File: src/rtl/npu_cluster_scheduler_if.sv
// Control, array and status signals between the AXI-Lite register block,
// the cluster scheduler and the NPU large arrays.
interface npu_cluster_scheduler_if #(
  parameter int NUM_LARGE_ARRAYS = 4,
  parameter int CFG_WIDTH        = 32
);
  logic                            ctrl_start;
  logic                            ctrl_clear;
  logic [NUM_LARGE_ARRAYS-1:0]     cluster_enable;
  logic [NUM_LARGE_ARRAYS*4-1:0]   pe_enable;
  logic [CFG_WIDTH-1:0]            config_reg;
  logic [NUM_LARGE_ARRAYS-1:0]     array_start;
  logic [NUM_LARGE_ARRAYS-1:0]     array_abort;
  logic [NUM_LARGE_ARRAYS*4-1:0]   array_pe_mask;
  logic [CFG_WIDTH-1:0]            array_cfg;
  logic [NUM_LARGE_ARRAYS-1:0]     array_done;
  logic                            status_busy;
  logic                            status_done;
  logic                            status_error;
  logic [1:0]                      err_code;

  modport master (
    output ctrl_start, ctrl_clear, cluster_enable, pe_enable, config_reg, array_done,
    input  array_start, array_abort, array_pe_mask, array_cfg,
    input  status_busy, status_done, status_error, err_code
  );

  modport slave (
    input  ctrl_start, ctrl_clear, cluster_enable, pe_enable, config_reg, array_done,
    output array_start, array_abort, array_pe_mask, array_cfg,
    output status_busy, status_done, status_error, err_code
  );
endinterface

File: src/rtl/npu_cluster_scheduler.sv
// Job sequencer: launches large arrays in parallel or one at a time, tracks
// completion under a watchdog and keeps sticky done/error status.
//
//  state     | meaning
//  ----------+-----------------------------------------------------------
//  ST_IDLE   | no job; accepts start/clear, holds sticky status
//  ST_LAUNCH | one cycle: pulse array_start for the arrays being launched
//  ST_WAIT   | waiting for array_done of pending arrays, watchdog running
module npu_cluster_scheduler #(
  parameter int NUM_LARGE_ARRAYS = 4,
  parameter int CFG_WIDTH        = 32
) (
  input  logic                     clk,
  input  logic                     rst,
  npu_cluster_scheduler_if.slave   bus
);
  localparam int N = NUM_LARGE_ARRAYS;

  typedef enum logic [1:0] {ST_IDLE, ST_LAUNCH, ST_WAIT} state_t;

  state_t               state, state_nxt;
  logic [N-1:0]         to_launch, to_launch_nxt;
  logic [N-1:0]         pending, pending_nxt;
  logic [N*4-1:0]       pe_mask_q, pe_mask_nxt;
  logic [CFG_WIDTH-1:0] cfg_q, cfg_nxt;
  logic [15:0]          wdog, wdog_nxt;
  logic                 done_q, done_nxt;
  logic                 err_q, err_nxt;
  logic [1:0]           code_q, code_nxt;
  logic [N-1:0]         start_vec, abort_vec;
  logic [N-1:0]         lowest_bit, launch_vec, pend_left;
  logic [15:0]          timeout;
  logic                 timeout_hit;

  assign timeout     = cfg_q[31:16];
  assign lowest_bit  = to_launch & (~to_launch + {{(N-1){1'b0}}, 1'b1});
  assign launch_vec  = cfg_q[0] ? lowest_bit : to_launch;
  assign pend_left   = pending & ~bus.array_done;
  // 17-bit compare so a saturated watchdog never wraps into a false match
  assign timeout_hit = (timeout != 16'd0) &&
                       (({1'b0, wdog} + 17'd1) == {1'b0, timeout});

  always_ff @(posedge clk or posedge rst) begin
    if (rst) begin
      state     <= ST_IDLE;
      to_launch <= '0;
      pending   <= '0;
      pe_mask_q <= '0;
      cfg_q     <= '0;
      wdog      <= '0;
      done_q    <= 1'b0;
      err_q     <= 1'b0;
      code_q    <= 2'b00;
    end else begin
      state     <= state_nxt;
      to_launch <= to_launch_nxt;
      pending   <= pending_nxt;
      pe_mask_q <= pe_mask_nxt;
      cfg_q     <= cfg_nxt;
      wdog      <= wdog_nxt;
      done_q    <= done_nxt;
      err_q     <= err_nxt;
      code_q    <= code_nxt;
    end
  end

  always_comb begin
    state_nxt     = state;
    to_launch_nxt = to_launch;
    pending_nxt   = pending;
    pe_mask_nxt   = pe_mask_q;
    cfg_nxt       = cfg_q;
    wdog_nxt      = wdog;
    done_nxt      = done_q;
    err_nxt       = err_q;
    code_nxt      = code_q;
    start_vec     = '0;
    abort_vec     = '0;

    case (state)
      ST_IDLE: begin
        if (bus.ctrl_clear) begin
          done_nxt = 1'b0;
          err_nxt  = 1'b0;
          code_nxt = 2'b00;
        end else if (bus.ctrl_start) begin
          if (bus.cluster_enable == '0) begin
            done_nxt = 1'b0;
            err_nxt  = 1'b1;
            code_nxt = 2'b01;
          end else begin
            to_launch_nxt = bus.cluster_enable;
            pe_mask_nxt   = bus.pe_enable;
            cfg_nxt       = bus.config_reg;
            done_nxt      = 1'b0;
            err_nxt       = 1'b0;
            code_nxt      = 2'b00;
            state_nxt     = ST_LAUNCH;
          end
        end
      end

      ST_LAUNCH: begin
        start_vec = launch_vec;
        wdog_nxt  = '0;
        if (bus.ctrl_clear) begin
          abort_vec     = pending | launch_vec;
          pending_nxt   = '0;
          to_launch_nxt = '0;
          done_nxt      = 1'b0;
          err_nxt       = 1'b0;
          code_nxt      = 2'b00;
          state_nxt     = ST_IDLE;
        end else begin
          pending_nxt   = pending | launch_vec;
          to_launch_nxt = to_launch & ~launch_vec;
          state_nxt     = ST_WAIT;
        end
      end

      ST_WAIT: begin
        wdog_nxt = (wdog == 16'hFFFF) ? wdog : wdog + 16'd1;
        // Priority: clear, then completion, then timeout
        if (bus.ctrl_clear) begin
          abort_vec     = pending;
          pending_nxt   = '0;
          to_launch_nxt = '0;
          done_nxt      = 1'b0;
          err_nxt       = 1'b0;
          code_nxt      = 2'b00;
          state_nxt     = ST_IDLE;
        end else if (pend_left == '0) begin
          pending_nxt = '0;
          if (to_launch != '0) begin
            state_nxt = ST_LAUNCH;
          end else begin
            done_nxt  = 1'b1;
            state_nxt = ST_IDLE;
          end
        end else if (timeout_hit) begin
          abort_vec     = pend_left;
          pending_nxt   = '0;
          to_launch_nxt = '0;
          err_nxt       = 1'b1;
          code_nxt      = 2'b10;
          state_nxt     = ST_IDLE;
        end else begin
          pending_nxt = pend_left;
        end
      end

      default: state_nxt = ST_IDLE;
    endcase
  end

  assign bus.array_start   = start_vec;
  assign bus.array_abort   = abort_vec;
  assign bus.array_pe_mask = pe_mask_q;
  assign bus.array_cfg     = cfg_q;
  assign bus.status_busy   = (state != ST_IDLE);
  assign bus.status_done   = done_q;
  assign bus.status_error  = err_q;
  assign bus.err_code      = code_q;
endmodule
File: src/flat_wrapper.sv
// flat-port wrapper written by rule: the top's interface ports become plain ports
module npu_cluster_scheduler_flat 
#(
  parameter int NUM_LARGE_ARRAYS = 4,
  parameter int CFG_WIDTH        = 32
)
  (clk, rst, bus_ctrl_start, bus_ctrl_clear, bus_cluster_enable, bus_pe_enable, bus_config_reg, bus_array_done, bus_array_start, bus_array_abort, bus_array_pe_mask, bus_array_cfg, bus_status_busy, bus_status_done, bus_status_error, bus_err_code);
  npu_cluster_scheduler_if #(.NUM_LARGE_ARRAYS(NUM_LARGE_ARRAYS), .CFG_WIDTH(CFG_WIDTH)) bus_i ();
  input  logic clk;
  input  logic rst;
  input wire logic [$bits(bus_i.ctrl_start)-1:0] bus_ctrl_start;
  input wire logic [$bits(bus_i.ctrl_clear)-1:0] bus_ctrl_clear;
  input wire logic [$bits(bus_i.cluster_enable)-1:0] bus_cluster_enable;
  input wire logic [$bits(bus_i.pe_enable)-1:0] bus_pe_enable;
  input wire logic [$bits(bus_i.config_reg)-1:0] bus_config_reg;
  input wire logic [$bits(bus_i.array_done)-1:0] bus_array_done;
  output wire logic [$bits(bus_i.array_start)-1:0] bus_array_start;
  output wire logic [$bits(bus_i.array_abort)-1:0] bus_array_abort;
  output wire logic [$bits(bus_i.array_pe_mask)-1:0] bus_array_pe_mask;
  output wire logic [$bits(bus_i.array_cfg)-1:0] bus_array_cfg;
  output wire logic [$bits(bus_i.status_busy)-1:0] bus_status_busy;
  output wire logic [$bits(bus_i.status_done)-1:0] bus_status_done;
  output wire logic [$bits(bus_i.status_error)-1:0] bus_status_error;
  output wire logic [$bits(bus_i.err_code)-1:0] bus_err_code;
  assign bus_i.ctrl_start = bus_ctrl_start;
  assign bus_i.ctrl_clear = bus_ctrl_clear;
  assign bus_i.cluster_enable = bus_cluster_enable;
  assign bus_i.pe_enable = bus_pe_enable;
  assign bus_i.config_reg = bus_config_reg;
  assign bus_i.array_done = bus_array_done;
  assign bus_array_start = bus_i.array_start;
  assign bus_array_abort = bus_i.array_abort;
  assign bus_array_pe_mask = bus_i.array_pe_mask;
  assign bus_array_cfg = bus_i.array_cfg;
  assign bus_status_busy = bus_i.status_busy;
  assign bus_status_done = bus_i.status_done;
  assign bus_status_error = bus_i.status_error;
  assign bus_err_code = bus_i.err_code;
  npu_cluster_scheduler #(.NUM_LARGE_ARRAYS(NUM_LARGE_ARRAYS), .CFG_WIDTH(CFG_WIDTH)) u_core (.clk(clk), .rst(rst), .bus(bus_i));
endmodule
File: config.mk
export PLATFORM = sky130hd
export DESIGN_NAME = npu_cluster_scheduler_flat
export DESIGN_NICKNAME = d
export VERILOG_FILES = /design/src/rtl/npu_cluster_scheduler_if.sv /design/src/rtl/npu_cluster_scheduler.sv /design/src/flat_wrapper.sv
export SDC_FILE = /design/constraint.sdc
export NUM_CORES = 1
export LEC_CHECK = 0
export ABC_CLOCK_PERIOD_IN_PS = 7200
export BUFFER_PORTS_ARGS = -buffer_cell sky130_fd_sc_hd__buf_4
export CAP_MARGIN = 20
export CELL_PAD_IN_SITES_DETAIL_PLACEMENT = 0
export CELL_PAD_IN_SITES_GLOBAL_PLACEMENT = 1
export CORE_MARGIN = 3
export CORE_UTILIZATION = 43
export DETAILED_ROUTE_END_ITERATION = 8
export MAX_ROUTING_LAYER = met4
export PLACE_DENSITY = 0.95
export SETUP_SLACK_MARGIN = 0.1
export SLEW_MARGIN = 20
export SYNTH_ARGS = -nofsm -noshare
export SYNTH_HDL_FRONTEND = slang
export SYNTH_SLANG_ARGS = --single-unit
File: constraint.sdc
create_clock -name clk -period 7.2 [get_ports clk]
set_clock_uncertainty 0.15 [all_clocks]
set_input_delay 0 -clock clk [delete_from_list [all_inputs] [get_ports clk]]
set_output_delay 0 -clock clk [all_outputs]
set_load 0.05 [all_outputs]
==> impl_summary.md, run 1 <==
CTS
TritonCTS built the clock tree. The number of clock buffers added by TritonCTS is 9. The number of levels in the clock H-tree is 3.

The clock transition time at the flip-flop clock pins of the worst setup and hold paths is 0.09 ns. The longest clock path from root to sink contains 2 buffers. The clock root buffer is sky130_fd_sc_hd__clkbuf_8. The clock reaches the later pin of the worst-skew pair after 0.35 ns. CTS saw 78 sinks. Buffers added to address setup during post-CTS repair amount to 0.

Synthesis
Sorting the synthesized cells by how often they occur yields sky130_fd_sc_hd__dfrtp_1, sky130_fd_sc_hd__mux2_2, sky130_fd_sc_hd__o21ai_0, sky130_fd_sc_hd__nand2_1, sky130_fd_sc_hd__nor2_1. The simple logic cell fraction of the synthesized area is 0.161. For this run, the leading register cell type out of synthesis is sky130_fd_sc_hd__dfrtp_1. The share of flip-flops with an asynchronous set or reset is 1.00.

Yosys instantiated no cell more often than sky130_fd_sc_hd__dfrtp_1. Synthesis produced 379 cells. Counting every net in the synthesized netlist gives 444. By area the synthesized netlist is led by sky130_fd_sc_hd__dfrtp_1, sky130_fd_sc_hd__mux2_2, sky130_fd_sc_hd__xnor2_1, sky130_fd_sc_hd__o21ai_0, sky130_fd_sc_hd__xor2_1. The number of synthesized flops with an enable pin is 0.

The compound-cell area share of the yosys netlist is 0.139. The adder and majority cell fraction of the synthesized area is 0.0150. Of the post-synthesis cell area, the dominant cell type holds 0.468. The register area share after synthesis is 0.468. The netlist uses 65 different library cells. The synthesized area divided by synthesized cell count is 11.0 um2. The library cell occupying the most area in the post-synthesis netlist is sky130_fd_sc_hd__dfrtp_1. By area, the combinational part of the netlist is dominated by simple AND/OR/NAND/NOR gates.

The number of warnings printed during yosys synthesis is 0. The flip-flop and latch count after synthesis is 78. The share of cell area taken by muxes after synthesis is 0.140. Of the total synthesized cell area, the portion taken by XOR and XNOR cells is 0.0546.

The cell area after synthesis is 0.00417 mm2.

Power and ir drop
The share of total power dissipated in the clock network is 0.138. In this run the static leakage power is 2.73 nW. Of the total power, the share spent switching nets is 0.495.

Cell internal power was estimated by the tool at 1.29 mW. The analysis attributes to net switching a power of 1.27 mW. The sequential share of power is 0.301. The ratio of total power to cell area is 430 mW/mm2. The worst-case vdd ir drop is 0.000372 V. The share of total power dissipated in combinational logic is 0.561.

Layout
Counting the fill cells in the layout gives 742. The final layout contains 617 nets. The footprint of the flip-flops and latches is 0.00195 mm2.

The share of the core filled with cells in the final layout is 0.639. Compared with the post-synthesis result, the final layout area differs by 42.9%. The share of cells above drive strength 1 is 0.366. The number of diodes added for antenna fixing is 0. The area of the multi-input gates is 0.00213 mm2. The finished layout holds 686 standard cells, fillers aside.

Global routing
After global routing the overflow that remains totals 0. The number of antenna violations at the first check in global routing was 0. In the global route stage, overall resource usage came out at 0.230. The number of global-route vias before repair is 3938. The first global-routing pass estimated 19600 um of wire. The largest net degree at the start of global routing is 79.

Worst setup path
The cell family contributing the most delay on the critical path is simple AND/OR/NAND/NOR gates. In this run the worst path has a maximum fanout of 7. In this run the critical register-to-register path is launched from u_core.wdog[0]$_DFFE_PP0P_.

For the worst setup path, the data required time is 7.05 ns. Walking the worst path, the cells encountered are ha_1 > nand3_2 > xnor2_1 > nand4_1 > a2111oi_0 > and3_1 > nand3_2 > nor2_1 > o211a_1 > buf_4. The slowest cell on the critical path is sky130_fd_sc_hd__dfrtp_1.

The type of element launching the critical path is a register. The arrival time reported for the critical path endpoint is 3.00 ns. The dominant cell type by count on the critical path is sky130_fd_sc_hd__nand3_2. The worst register-to-register path ends at u_core.to_launch[2]$_DFFE_PP0P_.

The buffers plus inverters on the worst setup path is 1. Counting cells, the worst reg-to-reg path comes to 9. The largest single stage delay on the critical path is 0.45 ns. The setup slack of the worst register-to-register path is 4.16 ns. The critical path capture point type is an output port. By startpoint and endpoint, the worst setup path is classified as register to output port.

Die
The die outline height is 104 um. The area of the die is 0.0109 mm2. The total core area is 0.00933 mm2. The number of cell rows is 35. The die outline width is 104 um. The starting density of the core is 0.447. 121 I/O pins were placed.

Timing
Setup repair after global routing left no endpoint under its margin. The count of pins over their slew limit is 0. After layout, the worst setup slack is 4.05 ns.

Summed over all failing endpoints, the final setup total negative slack is 0 ns. The slew at the pin closest to its max-slew limit is 0.975 ns. The final hold violation count is 0. Setup violations remaining at the end of the flow were counted as 0. The minimum clock period after layout is 3.15 ns. The final worst-path cycle share is 0.438. The headroom to the max-slew limit is 0.350. The minimum hold slack is 0.0177 ns.

The maximum achievable frequency is 0.317 GHz.

Routing
The overall routed net length is 12000 um. The number of DRC markers in iteration 0 is 197. The routed wirelength normalized by instance count is 17.5 um. The DRC violations left is 0. Before antenna repair, the detailed router went through 4 iterations.

Once detail routing completed, the nets flagged for antenna violations numbered 0. The overall via count from detail_route is 3706. Dividing the detail-routed via count by the number of cells gives 5.40.

Hold path
The worst hold path terminates at u_core.to_launch[1]$_DFFE_PP0P_. The worst hold path passes through 3 cells. The kind of path behind the tightest hold check is input pin to register.

The startpoint identified for the worst hold timing path is bus_cluster_enable[1].

Status
The flow ran to the end, and the final reports show no timing, DRC or antenna violations.

Placed design
The post-placement cell count is 614. The number of buffer cells added on primary ports is 120. Routability-driven placement finished with a final weighted congestion of 0.927. The final HPWL from detailed placement is 7930 um. The worst setup timing slack at the placement stage is 4.25 ns.

Run
Max-cap violations in this run came to 0.
[logic make-up after synthesis]
| family | after synthesis |
|---|---|
| AO/OA/AOI/OAI | 82 |
| XOR/XNOR | 26 |
| adder cells (fa/ha/maj) | 5 |
| buffers and inverters | 24 |
| flip-flops | 78 |
| multiplexers | 52 |
| AND/OR/NAND/NOR | 112 |
[power groups by stage]
stage          combinational [mW]  clock (mW)  sequential (mW)
2_1_floorplan               0.503           0             1.24
3_3_place_gp                 1.38           0            0.758
3_5_place_dp                 1.40           0            0.774
4_1_cts                      1.43       0.360            0.766
5_1_grt                      1.51       0.377            0.796
6_report                     1.44       0.353            0.771
[final cells by class]
| class | count | area share |
|---|---|---|
| multi-input cells | 277 | 0.358 |
| repair buffers | 177 | 0.246 |
| well taps | 129 | 0.0271 |
| clock buffers | 10 | 0.0231 |
| clock inverters | 6 | 0.0126 |
| flip-flops and latches | 78 | 0.328 |
| inverters | 9 | 0.00567 |
[worst reg2reg max path: cells and delay by family (launching register included)]
kind | cells | cell delay [ns]
AOI/OAI and AO/OA | 3 | 0.80
xor gates and xnor gates | 1 | 0.21
adders and majority gates | 1 | 0.26
DFF | 1 | 0.45
and+or+nand+nor | 4 | 1.12
[registers in the layout (all words and copies together) (netlist names)]
name / cells
u_core.bus.array_pe_mask: 16
u_core.bus.status_done: 1
u_core.bus.array_cfg: 32
u_core.bus.err_code: 2
u_core.bus.status_error: 1
u_core.state: 2
u_core.wdog: 16
u_core.to_launch: 4
u_core.pending: 4
[worst max path at each step]
| stage | startpoint | cells past startpoint | slack [ns] | end |
|---|---|---|---|---|
| 2_1_floorplan | u_core.wdog[0]$_DFFE_PP0P_ | 9 | 4.56 | u_core.bus.status_error$_DFFE_PP0P_ |
| 3_3_place_gp | u_core.wdog[0]$_DFFE_PP0P_ | 9 | 4.35 | u_core.bus.status_error$_DFFE_PP0P_ |
| 3_5_place_dp | u_core.wdog[0]$_DFFE_PP0P_ | 9 | 4.25 | u_core.bus.status_error$_DFFE_PP0P_ |
| 4_1_cts | u_core.wdog[0]$_DFFE_PP0P_ | 10 | 4.05 | bus_array_abort[1] |
| 5_1_grt | u_core.wdog[0]$_DFFE_PP0P_ | 10 | 3.76 | bus_array_abort[3] |
| 6_report | u_core.wdog[0]$_DFFE_PP0P_ | 10 | 4.05 | bus_array_abort[3] |
[layout by cell type (no fill, tap or decap), drive strengths merged, types with 6 or more instances in the layout]
cell / netlist / final
buf: 4 / 121
dfrtp: 78 / 78
dlygate4sd3: 0 / 56
mux2: 50 / 50
o21ai: 24 / 24
nand2: 22 / 22
nor2: 21 / 21
xnor2: 14 / 14
nand3: 13 / 13
xor2: 12 / 12
inv: 8 / 11
clkbuf: 11 / 10
and3: 10 / 10
a21oi: 9 / 9
and2: 7 / 7
a21boi: 7 / 7
nor3: 7 / 7
nor4: 6 / 6
[metal layers]
layer / up-vias / global-route usage / routed length, um
li1: 1745 / - / -
met1: 1821 / 0.274 / 4970
met2: 119 / 0.393 / 6280
met3: 21 / 0.0403 / 525
met4: 0 / 0.0779 / 238
met5: - / - / 0
[through the flow]
stage / cell area, um2 / total power [mW]
floorplan: 4170 / 1.74
global route: 5960 / 2.69
finish: 5960 / 2.56
global placement: 5180 / 2.14
CTS: 5950 / 2.56
detailed placement: 5180 / 2.17
[timing repair]
item / in CTS / in global routing
resized for setup: 0 / 0
endpoints found under the hold margin: 133 / 0
hold buffers: 56 / 0
Note: power is estimated with default switching activity, not from simulation.
==> inputs of run 2 (changes only) <==
--- a/config.mk
+++ b/config.mk
@@ -5,16 +5,16 @@
 export SDC_FILE = /design/constraint.sdc
 export NUM_CORES = 1
 export LEC_CHECK = 0
-export ABC_CLOCK_PERIOD_IN_PS = 7200
+export ABC_CLOCK_PERIOD_IN_PS = 3100
 export BUFFER_PORTS_ARGS = -buffer_cell sky130_fd_sc_hd__buf_4
 export CAP_MARGIN = 20
 export CELL_PAD_IN_SITES_DETAIL_PLACEMENT = 0
 export CELL_PAD_IN_SITES_GLOBAL_PLACEMENT = 1
 export CORE_MARGIN = 3
-export CORE_UTILIZATION = 43
+export CORE_UTILIZATION = 40
 export DETAILED_ROUTE_END_ITERATION = 8
 export MAX_ROUTING_LAYER = met4
-export PLACE_DENSITY = 0.95
+export PLACE_DENSITY = 0.9
 export SETUP_SLACK_MARGIN = 0.1
 export SLEW_MARGIN = 20
 export SYNTH_ARGS = -nofsm -noshare
==> constraint.sdc (replaced) <==
create_clock -name clk -period 3.1 [get_ports clk]
set_clock_uncertainty 0.15 [all_clocks]
set_input_delay 0 -clock clk [delete_from_list [all_inputs] [get_ports clk]]
set_output_delay 0 -clock clk [all_outputs]
set_load 0.05 [all_outputs]
==> run 2 against run 1 <==
Against the previous run:
- combinational power increased by 140%
- largest power group unchanged
- via count increased by 2.3%
- final cell count is 2.9% higher
- final area increased by 3.9%
- first-iteration DRC count up 44%
- wire length rose by 1.4%
==> impl_summary.md, run 2 (same netlist as run 1, synthesis figures left out) <==
Placed design
The number of buffer cells added on primary ports is 120 (unchanged). The worst setup timing slack at the placement stage was 0.191 ns (-4.06 ns). The final HPWL from detailed placement is 8040 um (+1.5%). The placer's final routability congestion estimate is 0.905 (-2.4%).

CTS
The number of levels in the clock H-tree is 3 (unchanged). In this run the clock root is driven by a sky130_fd_sc_hd__clkbuf_8. The maximum clock path buffer count is 2 (unchanged). TritonCTS built the clock tree.

The number of buffers inserted during clock tree synthesis is 9 (unchanged). The clock latency at the later pin of the worst-skew pair came to 0.35 ns (about the same). The clock transition time at the flip-flop clock pins of the worst setup and hold paths is 0.09 ns (about the same). The number of sinks handled by clock tree synthesis is 78 (unchanged).

Worst setup path
The cell family contributing the most delay on the critical path is simple AND/OR/NAND/NOR gates. Counting stages on the worst path, the most repeated cell is sky130_fd_sc_hd__nand3_2. The slowest cell on the critical path is sky130_fd_sc_hd__dfrtp_2. The number of cell instances on the worst register-to-register path is 8 (-1). The required time of the worst setup path was 2.95 ns (-4.10 ns). The arrival time reported for the critical path endpoint is 2.76 ns (-0.24 ns).

The maximum single-stage delay on the critical path came to 0.49 ns (+0.04 ns). The buffers plus inverters on the worst setup path is 2 (+1). The setup slack of the worst register-to-register path is 0.32 ns (-3.84 ns). The critical path class is register to output port. The worst register-to-register path ends at u_core.bus.err_code[0]$_DFFE_PP0P_. The type of element launching the critical path is a register. Traced cell by cell, the critical path runs through nand3_2 > or3_4 > a21oi_2 > a311oi_1 > nor4_4 > nand3_2 > buf_6 > nor2_1 > o211a_1 > buf_4. The origin of the critical flop-to-flop path is u_core.wdog[3]$_DFFE_PP0P_. The maximum net fanout on the critical path is 6 (-1). The worst setup path is captured at an output port.

Routing
The DRC violations left is 0 (unchanged). The number of nets still failing antenna checks after routing is 0 (unchanged). The number of DRC markers in iteration 0 is 283 (+44%). The number of optimization iterations in the first detailed-route pass is 4 (unchanged).

The routed wirelength normalized by instance count is 17.2 um (-1.5%). The average via count per standard cell came to 5.37 (-0.58%). The overall via count from detail_route is 3792 (+2.3%).

The overall routed net length is 12200 um (+1.4%).

Layout
The share of cells above drive strength 1 came to 0.411 (+0.0446). The fill cell total of the finished layout is 815 (+9.8%). The final net count came to 632 (+2.4%). Relative to the synthesized area, the layout overhead comes to 48.6%. The flip-flop count of the largest register after layout is 32 (unchanged). In the layout the commonest cells are sky130_fd_sc_hd__buf_4, sky130_fd_sc_hd__dfrtp_1, sky130_fd_sc_hd__dlygate4sd3_1. The library cell used most frequently in the layout, excluding fill and tap cells, is sky130_fd_sc_hd__buf_4.

The share of the core filled with cells in the final layout came to 0.622 (-0.0166).

Die
The total core area came to 0.00995 mm2 (+6.7%). The area of the die was 0.0117 mm2 (+7.1%). The I/O pin total was 121 (unchanged). The die outline width is 108 um (+3.5%). The starting density of the core is 0.419 (-0.0281). The number of cell rows is 36 (+2.9%). The die outline height is 108 um (+3.5%).

Power and ir drop
The clock power share is 0.143 (+0.005). The ratio of total power to cell area is 982 mW/mm2 (+130%). The sequential share of power is 0.298 (-0.003). The internal cell power came to 3.10 mW (+140%).

The worst-case vdd ir drop is 0.000652 V (+75%). The power dissipated by switching net loads is 2.98 mW (+140%). The leakage dissipation is 2.79 nW (+2.3%). The net switching fraction of the power is 0.490 (-0.00509). The part of the power in combinational logic is 0.559 (-0.002).

Timing
The final hold violation count is 0 (unchanged). The minimum hold slack is 0.0842 ns (+0.0665 ns). Dividing the final minimum period by the clock period gives 0.940.

The slew at the pin closest to its max-slew limit came to 0.899 ns (-0.0757 ns). The maximum achievable frequency is 0.343 GHz. The final total negative setup slack is 0 ns (unchanged). The worst-case setup margin in the final layout was 0.186 ns (-3.86 ns). The headroom to the max-slew limit is 0.400 (+0.0496). The count of pins over their slew limit is 0 (unchanged). The minimum clock period after layout is 2.91 ns. Setup repair after global routing left no endpoint under its margin. The setup-violating endpoint count in the final report is 0 (unchanged).

Global routing
The remaining global-route overflow is 0 (unchanged). The wire length of the first global-routing pass came to 19700 um (about the same). The overall global routing resource usage came to 0.218 (-0.0114). The number of global-route vias before repair came to 3941 (+0.076%). The number of antenna violations at the first check in global routing was 1 (+1). The largest net degree at the start of global routing is 50 (-37%).

Status
The run finished with clean final reports.

Run
The max capacitance violation total is 0 (unchanged).

Hold path
The endpoint of the worst hold-timing path is u_core.state[1]$_DFFE_PP0P_. The number of cells traversed by the worst hold path was 4 (+1). The kind of path behind the tightest hold check is input pin to register. The worst hold path startpoint is bus_ctrl_start.
==> run 2: changes by cell type in the layout (fill, tap and decap cells not counted), moves of 2 or more <==
| cell | before | now |
|---|---|---|
| sky130_fd_sc_hd__nand3_4 | 0 | 2 |
| sky130_fd_sc_hd__and3_1 | 9 | 7 |
| sky130_fd_sc_hd__buf_4 | 121 | 130 |
| sky130_fd_sc_hd__dlygate4sd3_1 | 56 | 58 |
| sky130_fd_sc_hd__buf_6 | 0 | 3 |
| sky130_fd_sc_hd__and3_4 | 0 | 2 |
| sky130_fd_sc_hd__dfrtp_1 | 78 | 68 |
| sky130_fd_sc_hd__dfrtp_2 | 0 | 10 |
==> run 2: how the worst max path moves through the flow <==
stage	cells past startpoint	end	slack, ns	start
after floorplan	9	u_core.bus.status_error$_DFFE_PP0P_	0.46	u_core.wdog[0]$_DFFE_PP0P_
after global placement	9	u_core.bus.err_code[0]$_DFFE_PP0P_	0.26	u_core.wdog[0]$_DFFE_PP0P_
after detailed placement	9	u_core.bus.err_code[0]$_DFFE_PP0P_	0.19	u_core.wdog[0]$_DFFE_PP0P_
after CTS	10	bus_array_abort[3]	0.11	u_core.wdog[6]$_DFFE_PP0P_
after global routing	10	bus_array_abort[3]	0.1	u_core.wdog[3]$_DFFE_PP0P_
final	10	bus_array_abort[2]	0.19	u_core.wdog[3]$_DFFE_PP0P_
==> run 2: metrics by stage <==
| step | total power, mW | cell area, um2 | cells |
|---|---|---|---|
| after floorplan | 4.04 | 4170 | 379 |
| after global placement | 5.03 | 5240 | 624 |
| after detailed placement | 5.09 | 5240 | 624 |
| after CTS | 6.05 | 6070 | 700 |
| after global routing | 6.38 | 6190 | 706 |
| final | 6.09 | 6190 | 706 |
==> run 2: layout make-up <==
class	instances	area [um2]	area share
tap	133	166	0.0269
antenna	1	2.50	0.000404
clock buffer	10	128	0.0206
inverter	9	33.8	0.00545
timing repair buffer	192	1610	0.260
multi-input combinational	277	2200	0.354
sequential	78	1960	0.317
clock inverter	6	93.8	0.0151
==> run 2: tightest hold or removal path, delay by kind of cell <==
kind | cells | cell delay, ns
compound gates | 1 | 0.12
buf+inv | 1 | 0.09
mux | 1 | 0.13
simple gates | 1 | 0.21
==> run 2: metal layers <==
layer,global-route usage,up-vias,share of wire
li1,-,1782,-
met1,0.279,1874,0.42
met2,0.363,122,0.51
met3,0.0352,14,0.050
met4,0.0568,0,0.016
met5,-,-,0
==> run 2: power by group through the flow <==
stage,Sequential (mW),Combinational [mW],Clock [mW]
final,1.81,3.40,0.871
after global routing,1.86,3.59,0.933
after CTS,1.79,3.36,0.894
after detailed placement,1.81,3.28,0
after global placement,1.78,3.25,0
after floorplan,2.87,1.17,0
==> run 2: timing repair <==
item	in CTS	in global routing
hold buffers	58	0
endpoints found under the hold margin	97	0
setup buffers	2	5
setup endpoints to repair	4	7
pin swaps	1	7
resized for setup	3	25
